--- config.mk ---
export PLATFORM = sky130hd
export DESIGN_NAME = instr_sequencer
export DESIGN_NICKNAME = d
export VERILOG_FILES = /design/src/rtl/proc_pkg.sv /design/src/rtl/instr_decode.sv /design/src/rtl/instr_sequencer.sv
export SDC_FILE = /design/constraint.sdc
export NUM_CORES = 1
export LEC_CHECK = 0
export CELL_PAD_IN_SITES_DETAIL_PLACEMENT = 0
export CELL_PAD_IN_SITES_GLOBAL_PLACEMENT = 2
export CORE_AREA = 3 3 110 112
export CTS_BUF_LIST = sky130_fd_sc_hd__clkbuf_8
export DETAILED_ROUTE_END_ITERATION = 8
export DIE_AREA = 0 0 113 115
export PLACE_DENSITY_LB_ADDON = 0.3
export SYNTH_ARGS = -nofsm -noshare
export SYNTH_HDL_FRONTEND = slang
export SYNTH_SLANG_ARGS = --single-unit
--- constraint.sdc ---
create_clock -name clk -period 4.7 [get_ports clk]
set_input_delay 0.47 -clock clk [delete_from_list [all_inputs] [get_ports clk]]
set_output_delay 0.47 -clock clk [all_outputs]
set_load 0.01 [all_outputs]
--- src/rtl/proc_pkg.sv ---
`default_nettype none
// ---------------------------------------------------------------------------
// proc_pkg : opcodes, sequencer state encoding, instruction field positions
// Revision : 1.0 - initial release
// ---------------------------------------------------------------------------
package proc_pkg;

  localparam logic [3:0] OP_NOP  = 4'b0000;
  localparam logic [3:0] OP_ADD  = 4'b0010;
  localparam logic [3:0] OP_SUB  = 4'b0011;
  localparam logic [3:0] OP_BEQ  = 4'b0110;
  localparam logic [3:0] OP_ADDI = 4'b1010;
  localparam logic [3:0] OP_SUBI = 4'b1011;
  localparam logic [3:0] OP_HALT = 4'b1111;

  localparam int OP_MSB = 15;
  localparam int OP_LSB = 12;
  localparam int RD_MSB = 11;
  localparam int RD_LSB = 8;
  localparam int RS_MSB = 7;
  localparam int RS_LSB = 4;
  localparam int RT_MSB = 3;
  localparam int RT_LSB = 0;

  typedef enum logic [2:0] {
    ST_FETCH  = 3'd0,
    ST_DECODE = 3'd1,
    ST_EXEC   = 3'd2,
    ST_WB     = 3'd3,
    ST_HALT   = 3'd4
  } seq_state_t;

  function automatic logic [15:0] sext4(input logic [3:0] v);
    return {{12{v[3]}}, v};
  endfunction

endpackage
`default_nettype wire

--- src/rtl/instr_decode.sv ---
`default_nettype none
// ---------------------------------------------------------------------------
// instr_decode : combinational split of the instruction register into
//                fields and class flags
// Revision     : 1.0 - initial release
// ---------------------------------------------------------------------------
module instr_decode
  import proc_pkg::*;
(
  input  logic [15:0] ir,
  output logic [3:0]  op,
  output logic [3:0]  rd,
  output logic [3:0]  rs,
  output logic [3:0]  rt,
  output logic [15:0] imm,
  output logic        legal,
  output logic        is_imm,
  output logic        is_branch,
  output logic        is_halt
);

  assign op  = ir[OP_MSB:OP_LSB];
  assign rd  = ir[RD_MSB:RD_LSB];
  assign rs  = ir[RS_MSB:RS_LSB];
  assign rt  = ir[RT_MSB:RT_LSB];
  assign imm = sext4(ir[RT_MSB:RT_LSB]);

  always_comb begin
    legal     = 1'b1;
    is_imm    = 1'b0;
    is_branch = 1'b0;
    is_halt   = 1'b0;
    case (op)
      OP_ADD, OP_SUB:   ;
      OP_ADDI, OP_SUBI: is_imm    = 1'b1;
      OP_BEQ:           is_branch = 1'b1;
      OP_HALT:          is_halt   = 1'b1;
      default:          legal     = 1'b0;
    endcase
  end

endmodule
`default_nettype wire

--- src/rtl/instr_sequencer.sv ---
`default_nettype none
// ---------------------------------------------------------------------------
// instr_sequencer : FETCH/DECODE/EXEC/WB/HALT instruction sequencer
//                   Optional macro SEQ_STEP_EN gates each fetch on a step pulse.
// Revision        : 1.0 - initial release
// ---------------------------------------------------------------------------
module instr_sequencer
  import proc_pkg::*;
#(
  parameter logic [15:0] PC_RESET = 16'h0000
) (
  input  logic        clk,
  input  logic        rst,
  output logic        imem_req,
  output logic [15:0] imem_addr,
  input  logic        imem_valid,
  input  logic [15:0] imem_data,
  output logic [3:0]  rf_ra,
  output logic [3:0]  rf_rb,
  output logic [3:0]  rf_wa,
  output logic        rf_we,
  output logic [3:0]  alu_opcode,
  output logic [15:0] alu_imm,
  input  logic        alu_zero,
  input  logic        step,
  output logic        halted,
  output logic [15:0] retired
);

  seq_state_t  state;
  logic [15:0] pc;
  logic [15:0] ir;

  logic [3:0]  dec_op;
  logic [3:0]  dec_rd;
  logic [3:0]  dec_rs;
  logic [3:0]  dec_rt;
  logic [15:0] dec_imm;
  logic        dec_legal;
  logic        dec_is_imm;
  logic        dec_is_branch;
  logic        dec_is_halt;

  logic        can_issue;
  logic        req_after_wb;

  instr_decode u_decode (
    .ir        (ir),
    .op        (dec_op),
    .rd        (dec_rd),
    .rs        (dec_rs),
    .rt        (dec_rt),
    .imm       (dec_imm),
    .legal     (dec_legal),
    .is_imm    (dec_is_imm),
    .is_branch (dec_is_branch),
    .is_halt   (dec_is_halt)
  );

  assign imem_addr = pc;
  assign rf_ra     = dec_rs;
  // beq compares rs against rd, so rd is steered onto the second read port
  assign rf_rb     = dec_is_branch ? dec_rd : dec_rt;
  assign rf_wa     = dec_rd;
  assign alu_imm   = dec_is_imm ? dec_imm : 16'h0000;

`ifdef SEQ_STEP_EN
  logic step_pending;

  // A pulse seen anywhere is remembered once; it is spent when FETCH raises imem_req
  always_ff @(posedge clk or posedge rst) begin
    if (rst) begin
      step_pending <= 1'b0;
    end else if (state == ST_FETCH && !imem_req && step_pending) begin
      step_pending <= step;
    end else if (step) begin
      step_pending <= 1'b1;
    end
  end

  assign can_issue    = step_pending;
  assign req_after_wb = 1'b0;
`else
  logic unused_step;
  assign unused_step  = step;
  assign can_issue    = 1'b1;
  assign req_after_wb = 1'b1;
`endif

  always_ff @(posedge clk or posedge rst) begin
    if (rst) begin
      state      <= ST_FETCH;
      pc         <= PC_RESET;
      ir         <= 16'h0000;
      retired    <= 16'h0000;
      rf_we      <= 1'b0;
      imem_req   <= 1'b0;
      alu_opcode <= OP_NOP;
      halted     <= 1'b0;
    end else begin
      case (state)
        ST_FETCH: begin
          if (imem_req) begin
            if (imem_valid) begin
              ir       <= imem_data;
              imem_req <= 1'b0;
              state    <= ST_DECODE;
            end
          end else if (can_issue) begin
            imem_req <= 1'b1;
          end
        end
        ST_DECODE: begin
          if (dec_legal && !dec_is_halt) begin
            alu_opcode <= dec_is_branch ? OP_SUB : dec_op;
            state      <= ST_EXEC;
          end else begin
            halted <= 1'b1;
            state  <= ST_HALT;
          end
        end
        ST_EXEC: begin
          alu_opcode <= OP_NOP;
          rf_we      <= !dec_is_branch;
          state      <= ST_WB;
        end
        ST_WB: begin
          rf_we    <= 1'b0;
          pc       <= (dec_is_branch && alu_zero) ? (pc + 16'd1 + dec_imm) : (pc + 16'd1);
          retired  <= retired + 16'd1;
          imem_req <= req_after_wb;
          state    <= ST_FETCH;
        end
        ST_HALT: begin
          halted     <= 1'b1;
          imem_req   <= 1'b0;
          rf_we      <= 1'b0;
          alu_opcode <= OP_NOP;
        end
        default: begin
          halted <= 1'b1;
          state  <= ST_HALT;
        end
      endcase
    end
  end

endmodule
`default_nettype wire

After elaboration in Yosys (flattened, before gate mapping)
Cells that the tools add are included.
- logic and storage cells: 64
- bits in registers: 58
- bitwise gates (word level): 2
- eq/ne operators: 14
- muxes and demuxes: 20
- add/sub/neg operators: 3
- reductions and logical operators: 17
- operators with widths (operator ; count):
    adder 16 x 1 -> 16 bit (second input constant) ; 2
    2-to-1 mux 16 bit ; 2
    adder 16 bit ; 1
    one-hot mux 3 bit (5 select lines) ; 1
    equality test 4 bit (second input constant) ; 3
    2-to-1 mux 4 bit ; 3
    2-to-1 mux 3 bit ; 3
    equality test 4 x 2 -> 1 bit (second input constant) ; 2
    != test 2 bit (second input constant) ; 4
    one-hot mux 4 bit (2 select lines) ; 1
    2-to-1 mux 1 bit ; 7
    equality test 3 x 2 -> 1 bit (second input constant) ; 2
    AND reduction 3 bit ; 2
    OR reduction 2 bit ; 3
    OR reduction 6 bit ; 1
    equality test 4 x 3 -> 1 bit (second input constant) ; 1
    one-hot mux 1 bit (2 select lines) ; 2
    AND reduction 2 bit ; 2
    nonzero test 2 bit ; 2
    equality test 3 x 1 -> 1 bit (second input constant) ; 1
    equality test 3 bit (second input constant) ; 1
    logical NOT 3 bit ; 1
    one-hot mux 1 bit (3 select lines) ; 1
    nonzero test 3 bit ; 1
    4 further kinds ; 7

Depth between registers and ports, before layout
Gate-level depths: netlist of the first run.
- word-level depth: 6
- gate-level depth with buffers: 14
- gate-level depth less buffers: 13

Cells and area by module
Synthesis of the first run repeated with hierarchy kept, for this count alone.
- cells, all modules: 431
- area, all modules: 3960.0 µm²
- by module, submodules not included (module ; cells each ; times used ; area each (µm²) ; sequential area each (µm²)):
    instr_sequencer ; 392 ; 1 ; 3676.0 ; 1451.4
    instr_decode ; 39 ; 1 ; 284.0 ; 0.0

Least setup slack after synthesis of the first run
OpenSTA, ideal clock, no wires.
- path type: reg-to-reg
- start: reg pc[2] (netlist: imem_addr[2])
- end: reg pc[15] (netlist: imem_addr[15])
- library setup time: 0.133 ns
- arrival time: 2.999 ns
- cell stages (with the launch flop): 15
- period minus slack after synthesis: 3.132 ns
- path slack: 1.568 ns
- data required time: 4.567 ns
- buffers on the path: 1
- cells stage by stage: dfrtp_1 > nand3_2 > or4_4 > buf_6 > nor2_4 > nand3_1 > xnor2_1 > ha_1 > o21a_1 > o21a_1 > o2111ai_1 > o22ai_1 > nor2_1 > mux2i_1 > nand4_1
- cells in the longest elaborated chain, start to end: 3
- ends and longest elaborated chain (element ; line ; source):
    from (decl) ; instr_sequencer.sv:31 ; logic [15:0] pc;
    from (signal assigned) ; instr_sequencer.sv:129 ; pc <= (dec_is_branch && alu_zero) ? (pc + 16'd1 + dec_imm) : (pc + 16'd1);
    adder 16 x 1 -> 16 bit (*) ; instr_sequencer.sv:129 ;
    adder 16 bit ; instr_sequencer.sv:129 ;
    2-to-1 mux 16 bit (*) ; instr_sequencer.sv:129 ;
Every way passes the cells marked *; elsewhere a longest branch is shown, timed or not.
A chain may end at the register's enable or synchronous reset.

Worst setup path in the final report of the first run
Same ends and word-level chain as after synthesis.

==> results.md, run 1 <==
- The nature of the critical path startpoint is a register.
- 0 antenna diodes ended up in the layout.
- The path class of the tightest hold or removal check is in2async.
- In this run the standard cell core region covers 11320 µm².
- The post-route clock skew is 5.006 ps.
- The clock net in this run drives a total of 58 sinks.
- In the routed layout, each cell is associated on average with a via count of 5.084.
- The number of antenna violations at the first check in global routing is 0.
- The share of the Yosys chip area taken by registers is 38.41%.
- The share of async-settable or async-resettable flops after synthesis is 100.0%.
- The critical path is of the reg2reg type.
- From left edge to right edge, the die measures 113 µm.
- The instance count of the mapped netlist is 400.
- From bottom edge to top edge, the die measures 115 µm.
- The pin count of the biggest net entering global routing is 37.
- The congestion estimate from routability-driven global placement came to 0.7917.
- The worst path in the final design needs a cycle of 3407 ps, including I/O delays and setup.
- The post-synthesis cell area is 3779 µm².
- The total number of H-tree levels is 3.
- In the layout the commonest cells are sky130_fd_sc_hd__clkdlybuf4s50_1, sky130_fd_sc_hd__dfrtp_1, sky130_fd_sc_hd__nand2_1, sky130_fd_sc_hd__nor2_1, sky130_fd_sc_hd__a21oi_1.
- The final number of max-transition violations is 0.
- The via count of the first global-routing pass is 3231.
- Detailed placement ended at an HPWL of 6810 µm.
- The share of final-layout standard cells stronger than drive strength 1 is 11.30%.
- The data required time at the worst endpoint is 4920 ps.
- The first global-routing pass estimated 15860 µm of wire.
- Fill cells in the final layout number 1118.
- The growth of design area from synthesis to finish is 29.97%.
- The number of cell rows is 39.
- The area enclosed by the die boundary is 13000 µm².
- The count of flip-flops with a built-in enable after synthesis is 0.
- The power per unit of standard cell area is 213.4 nW/µm².
- The number of port buffers is 86.
- The detailed-route DRC error count is 0.
- After the first detailed-routing iteration, the DRC count stood at 134.
- The number of iterations in the first detailed-routing pass is 4.
- The worst path uses 72.48% of the clock period.
- The placed cell count is 605.
- Setup repair after global routing left no endpoint under its margin.
- In this run, CTS created clock tree buffers numbering 9.
- The worst register-to-register path has a setup slack of 1290 ps.
- In this run, post-CTS repair resized a total of 0 instances.
- The flow ran to the end, and the final reports show no timing, DRC or antenna violations.
- Across the whole layout, storage elements account for 1451 µm².
- The clock tree from TritonCTS is done.
- The slew of the pin with the lowest slew margin is 1128 ps.
- For this run, the number of Yosys warnings is 0.
- For this block, the routed nets add up to 9389 µm of wire.
- Global routing consumed, over all layers together, 15.08% of the routing resources.
- The average routed wire per standard cell is 15.12 µm.
- The finished cells cover 4911 µm².
- Summed over all layers, the global routing overflow is 0.
- After synthesis, the netlist uses 59 different library cells.
- The relative max-transition margin is 24.24%.
- Summing all placed instances gives a cell area of 4692 µm².
- The max-capacitance violation count is 0.
- The most common cell after layout, fill and taps aside is sky130_fd_sc_hd__clkdlybuf4s50_1.
- The net count after synthesis is 443.
- The number of buffers inserted to repair setup after CTS is 0.
- The synthesis-stage register bit count is 58.
- Timing would allow up to 0.2935 GHz.
- The count of boundary I/O pins is 88.
- The hold violation count in the final report came to 0.
- The average cell area after synthesis is 9.447 µm².
- The clock passes through at most 2 buffers.
- The dominant synthesized flop cell is sky130_fd_sc_hd__dfrtp_1.
- Buffers inserted to repair hold after CTS numbered 0.
- The arrival time of data at the critical path endpoint is 3630 ps.
- Setup violations remaining at the end of the flow were counted as 0.
- The worst setup path is captured at a register.
- Clock-pin slew was measured on the worst setup and hold paths at 70 ps.
- The detailed-route via count is 3157.
- For this design the static power due to leakage is 2.193 nW.
- Once layout is complete, the cells apart from fillers number 621.
- The maximum resistive drop on vdd is 126.0 µV.
- The detail route stage leaves a number of antenna-violating nets equal to 0.
- The final layout contains 516 nets.
- Along the worst path, the maximum fanout reaches 8.
- The effective utilization at floorplan is 33.38%.
- In the final layout, the multi-input gates occupy 2141 µm².
- Clock tree synthesis selected as its root buffer the cell sky130_fd_sc_hd__clkbuf_8.
- For the final routed database, the setup TNS stands at 0 ps.
- The source-to-sink clock delay at the later pin of the worst-skew pair is 340 ps.
==> final timing paths <==
| kind | cells after the start | startpoint | endpoint |
|---|---|---|---|
| worst min-delay path | 2 | rst | retired[11] |
| max in group asynchronous | 3 | rst | imem_addr[1] |
| min in group clk | 1 | halted | halted |
| worst max-delay path | 13 | imem_addr[2] | imem_addr[15] |
| worst min register to register | 1 | halted | halted |
| worst max register to register | 13 | imem_addr[2] | imem_addr[15] |
==> final cells by class <==
| cell class | count | share of cell area, % |
|---|---|---|
| clock buffer | 10 | 2.803 |
| timing repair buffer | 88 | 17.83 |
| sequential | 58 | 29.55 |
| tap | 143 | 3.643 |
| multi-input combinational | 304 | 43.59 |
| inverter | 12 | 0.9172 |
| clock inverter | 6 | 1.656 |
==> cells in the mapped netlist, drive strengths merged, types with 2 or more instances <==
cell type  number  area [µm²]
a21oi          25       125.1
a22o            3       26.28
a21o            5       37.54
or2             4       25.02
xor2           16       140.1
clkbuf         12       45.04
o21ai          20       100.1
and2            7       43.79
and3            4       26.28
o211ai          3       22.52
o21a            3       22.52
and3b           3       26.28
nand3          16       85.08
o22ai           4       25.02
dfrtp          58        1451
nand4           7       43.79
buf            14       105.1
a211oi          4       30.03
nor4            2       25.02
nand2          35       131.4
inv            12       45.04
ha             21       262.8
mux2           21       236.5
a31o            2       17.52
a22oi           2       15.01
a31oi           7       43.79
and4            2       17.52
nor2           31       123.9
o31ai           2       20.02
mux2i           2       20.02
xnor2          23       201.4
nor3           12       76.33
==> metrics by stage <==
step	setup WS, ps	power, mW	util [%]	hold slack [ps]
finish	1293	1.048	43.38	467.3
global placement	1304	0.5360	41.45	457.5
global route	969.2	1.092	43.38	488.5
floorplan	1568	0.5161	-	485.2
detailed placement	1246	0.5362	41.45	458.6
CTS	1236	1.069	43.38	476.6
==> logic make-up after synthesis <==
group | after synthesis | share of synthesized area (%)
fa+ha+maj | 22 | 7.483
flops | 58 | 38.41
xor+xnor | 39 | 9.040
simple gates | 131 | 18.18
compound gates | 89 | 14.93
mux | 23 | 6.788
buf+inv | 38 | 5.165
==> metal layers <==
| layer | share of wire [%] | up-vias | global-route usage [%] |
|---|---|---|---|
| met5 | 0 | - | 0 |
| met1 | 47 | 1502 | 19.63 |
| met2 | 46 | 81 | 24.21 |
| met4 | 1.1 | 0 | 4.327 |
| li1 | - | 1564 | - |
| met3 | 6.1 | 10 | 4.789 |
==> sequential cells by signal, indices dropped and copies added (netlist names) <==
register    count
imem_req        1
halted          1
rf_we           1
imem_addr      16
state           3
ir             16
alu_opcode      4
retired        16
==> power breakdown <==
part / internal, mW / switching (mW) / total, mW
clock: 0.309 / 0.213 / 0.523
sequential: 0.499 / 0 / 0.499
combinational: 0.0144 / 0.0119 / 0.0263
==> critical path, stage by stage (launching register included) <==
cell and delay (ps):
sky130_fd_sc_hd__dfrtp_1 460, sky130_fd_sc_hd__nand3_2 150, sky130_fd_sc_hd__or4_4 620, sky130_fd_sc_hd__nor2_4 170, sky130_fd_sc_hd__nand3_1 110, sky130_fd_sc_hd__xnor2_1 290, sky130_fd_sc_hd__ha_1 330, sky130_fd_sc_hd__o21a_1 180
sky130_fd_sc_hd__o21a_1 200, sky130_fd_sc_hd__o2111ai_1 180, sky130_fd_sc_hd__o22ai_1 120, sky130_fd_sc_hd__nor2_1 190, sky130_fd_sc_hd__mux2i_1 200, sky130_fd_sc_hd__nand4_1 90
Power figures use the tool's default switching activity.
==> inputs of run 2 (changes only) <==
--- a/config.mk
+++ b/config.mk
@@ -7,10 +7,10 @@
 export LEC_CHECK = 0
 export CELL_PAD_IN_SITES_DETAIL_PLACEMENT = 0
 export CELL_PAD_IN_SITES_GLOBAL_PLACEMENT = 2
-export CORE_AREA = 3 3 110 112
+export CORE_AREA = 3 3 121 123
 export CTS_BUF_LIST = sky130_fd_sc_hd__clkbuf_8
 export DETAILED_ROUTE_END_ITERATION = 8
-export DIE_AREA = 0 0 113 115
+export DIE_AREA = 0 0 124 126
 export PLACE_DENSITY_LB_ADDON = 0.3
 export SYNTH_ARGS = -nofsm -noshare
 export SYNTH_HDL_FRONTEND = slang
==> constraint.sdc (replaced) <==
create_clock -name clk -period 3.1 [get_ports clk]
set_input_delay 0.31 -clock clk [delete_from_list [all_inputs] [get_ports clk]]
set_output_delay 0.31 -clock clk [all_outputs]
set_load 0.01 [all_outputs]
==> results.md, run 2 (synthesis gave the netlist of run 1 again) <==
- The total half-perimeter wirelength after legalization and detailed placement came to 7457 µm (+9.5%).
- The total number of H-tree levels came to 3 (unchanged).
- The detailed-route DRC error count came to 0 (unchanged).
- The end-of-flow core utilization is 38.29% (-5.1 points).
- The power per unit of standard cell area is 272.7 nW/µm² (+28%).
- The horizontal die dimension is 124 µm (+9.7%).
- The global-route total usage across every layer was 13.52% (-1.6 points).
- The maximum resistive drop on vdd is 180.3 µV (+43%).
- From synthesis to final layout, the design area changed by 39.57%.
- The area enclosed by the die boundary came to 15620 µm² (+20%).
- The clock tree from TritonCTS is done.
- The worst setup path is captured at a register.
- The number of buffers and inverters on the critical path is 1 (+1).
- The total grt overflow was 0 (unchanged).
- Leaving out fill and tap cells, the most frequent cells in the layout are sky130_fd_sc_hd__clkdlybuf4s50_1, sky130_fd_sc_hd__dfrtp_1, sky130_fd_sc_hd__buf_4, sky130_fd_sc_hd__nand2_1, sky130_fd_sc_hd__nor2_1.
- The largest buffer count on any clock path is 2 (unchanged).
- The final total power is 1.438 mW (+37%).
- The share of final-layout standard cells stronger than drive strength 1 is 20.12% (+8.8 points).
- Among all stages on the critical path, the largest delay is contributed by sky130_fd_sc_hd__or4_4.
- The critical path is of the reg2reg type.
- The final antenna-violating net count was 0 (unchanged).
- The sequential cell area is 1455 µm² (+0.26%).
- Setup repair after global routing could not meet its margin everywhere.
- The hold violation count in the final report is 0 (unchanged).
- The number of cell rows was 43 (+10%).
- The clock period minus worst slack is 2985 ps (-421.7 ps).
- The portion of total power attributed to sequential cells came to 52.6% (+5.0 points).
- The vertical die dimension is 126 µm (+9.6%).
- The pin count of the biggest net entering global routing was 35 (-5.4%).
- The worst stage delay on the critical path is 580 ps (-40 ps).
- The average routed wire per standard cell was 14.70 µm (-2.8%).
- The switching share of power was 23.37% (+1.9 points).
- The maximum achievable frequency is 0.3350 GHz (+14%).
- The clock transition at the register clock pins on the worst setup and hold paths after CTS came to 70 ps (about the same).
- The final setup TNS is 0 ps (unchanged).
- The tightest min-delay check is of the in2async type.
- The number of nets in the final layout is 551 (+6.8%).
- The max-capacitance violation count came to 0 (unchanged).
- The mean number of vias per cell is 4.767 (-6.2%).
- The arrival time of data at the critical path endpoint is 3210 ps (-420 ps).
- The detailed-route via count is 3299 (+4.5%).
- The number of design-rule violations left by the first detailed-router iteration is 166 (+24%).
- The final-report setup violation count was 0 (unchanged).
- Leaving out fill and tap cells, the most frequent cell in the layout is sky130_fd_sc_hd__clkdlybuf4s50_1.
- The layout filler cell count is 1450 (+30%).
- The source-to-sink clock delay at the later pin of the worst-skew pair came to 350 ps (about the same).
- The standby leakage power is 2.367 nW (+7.9%).
- The effective utilization at floorplan is 27.43% (-5.9 points).
- The buffer type at the clock tree root is sky130_fd_sc_hd__clkbuf_8.
- The post-route clock skew came to 11.71 ps (+6.701 ps).
- The number of antenna violations at the first check in global routing is 0 (unchanged).
- The global placer's final weighted congestion is 0.7654 (-3.3%).
- The slew of the pin with the lowest slew margin is 590.3 ps (-537.6 ps).
- The cell that appears most often on the critical path is sky130_fd_sc_hd__o21a_1.
- The number of iterations in the first detailed-routing pass is 6 (+2).
- The number of port buffers came to 86 (unchanged).
- The total core area is 13770 µm² (+22%).
- The number of buffers inserted for hold repair after clock tree synthesis came to 0 (unchanged).
- Walking the worst path, the cells encountered are inv_1 -> or4_4 -> nor2_4 -> nand3_2 -> xnor2_2 -> ha_1 -> o21a_1 -> o21a_1 -> o2111ai_2 -> o22ai_2 -> nor2_2 -> mux2i_1 -> nand4_1.
- The relative max-transition margin was 60.65% (+36 points).
- The worst setup path is launched from a register.
- The highest net fanout along the worst path is 3 (-5).
- The number of clock buffers inserted by TritonCTS is 9 (unchanged).
- The clock sink count is 58 (unchanged).
- The number of antenna cells inserted was 0 (unchanged).
- In this design, the largest share of critical-path delay is due to simple AND/OR/NAND/NOR gates.
- The final design instance area without fill was 5274 µm² (+7.4%).
- The area of the multi-input gates is 2226 µm² (+4.0%).
- The run finished with clean final reports.
- The part of the total power dissipated in the clock network is 44.4% (-5.5 points).
- The proportion of power drawn by combinational gates is 3.0% (+0.5 points).
- The total detailed-routing wirelength was 10170 µm (+8.4%).
- The final number of max-transition violations came to 0 (unchanged).
- The via count of the first global-routing pass was 3275 (+1.4%).
- The global-route wire length before repair is 16600 µm (+4.7%).
- The fraction of the cycle the final worst path needs is 96.29% (+24 points).
- The cell area after placement is 5009 µm² (+6.7%).
- The cell-internal power was 1.102 mW (+34%).
- The net switching component of the power was 0.3361 mW (+49%).
- The data required time at the worst endpoint is 3320 ps (-1600 ps).
- The count of boundary I/O pins came to 88 (unchanged).
## run 2: worst paths after layout
check / start / to / slack [ps] / depth (start not counted)
worst min register to register: retired[15] / retired[15] / 470 / 1
worst max-delay path: imem_addr[5] / imem_addr[15] / 120 / 13
worst max register to register: imem_addr[5] / imem_addr[15] / 120 / 13
min in group clk: retired[15] / retired[15] / 470 / 1
worst min-delay path: rst / ir[8] / 350 / 2
max in group asynchronous: rst / imem_addr[7] / 2160 / 3
## run 2: final cells by class
| type | instances | share of cell area [%] |
|---|---|---|
| clock inverter | 4 | 0.3796 |
| multi-input combinational | 304 | 42.21 |
| clock buffer | 11 | 2.871 |
| tap | 180 | 4.270 |
| timing repair buffer | 123 | 21.83 |
| inverter | 12 | 0.8541 |
| sequential | 58 | 27.59 |
## run 2: per-stage QoR
step / cells / setup WS, ps / hold slack [ps]
6_report: 692 / 115.1 / 352.5
5_1_grt: 692 / -56.74 / 387.2
4_1_cts: 690 / 15.12 / 352.7
3_5_place_dp: 675 / 34.46 / 469.8
3_3_place_gp: 675 / 39.08 / 454.7
2_1_floorplan: 400 / 3.296 / 461.7
## run 2: power groups by stage
stage / sequential, mW / combinational, mW / clock [mW]
2_1_floorplan: 0.771 / 0.0115 / 0
3_3_place_gp: 0.771 / 0.0445 / 0
3_5_place_dp: 0.771 / 0.0450 / 0
4_1_cts: 0.756 / 0.0452 / 0.671
5_1_grt: 0.756 / 0.0479 / 0.705
6_report: 0.757 / 0.0432 / 0.638
## run 2: repair_timing
action,4_1_cts,5_1_grt
setup buffers,0,2
resized for setup,0,18
endpoints found under the setup margin,0,3
## run 2: metal layers
metal  part of all wire [%]  vias to the layer above  global-route usage, %
li1                       -                     1632                      -
met1                     48                     1594                  18.39
met2                     47                       62                  21.06
met3                    3.9                       11                  3.996
met4                    1.2                        0                  3.351
met5                      0                        -                      0
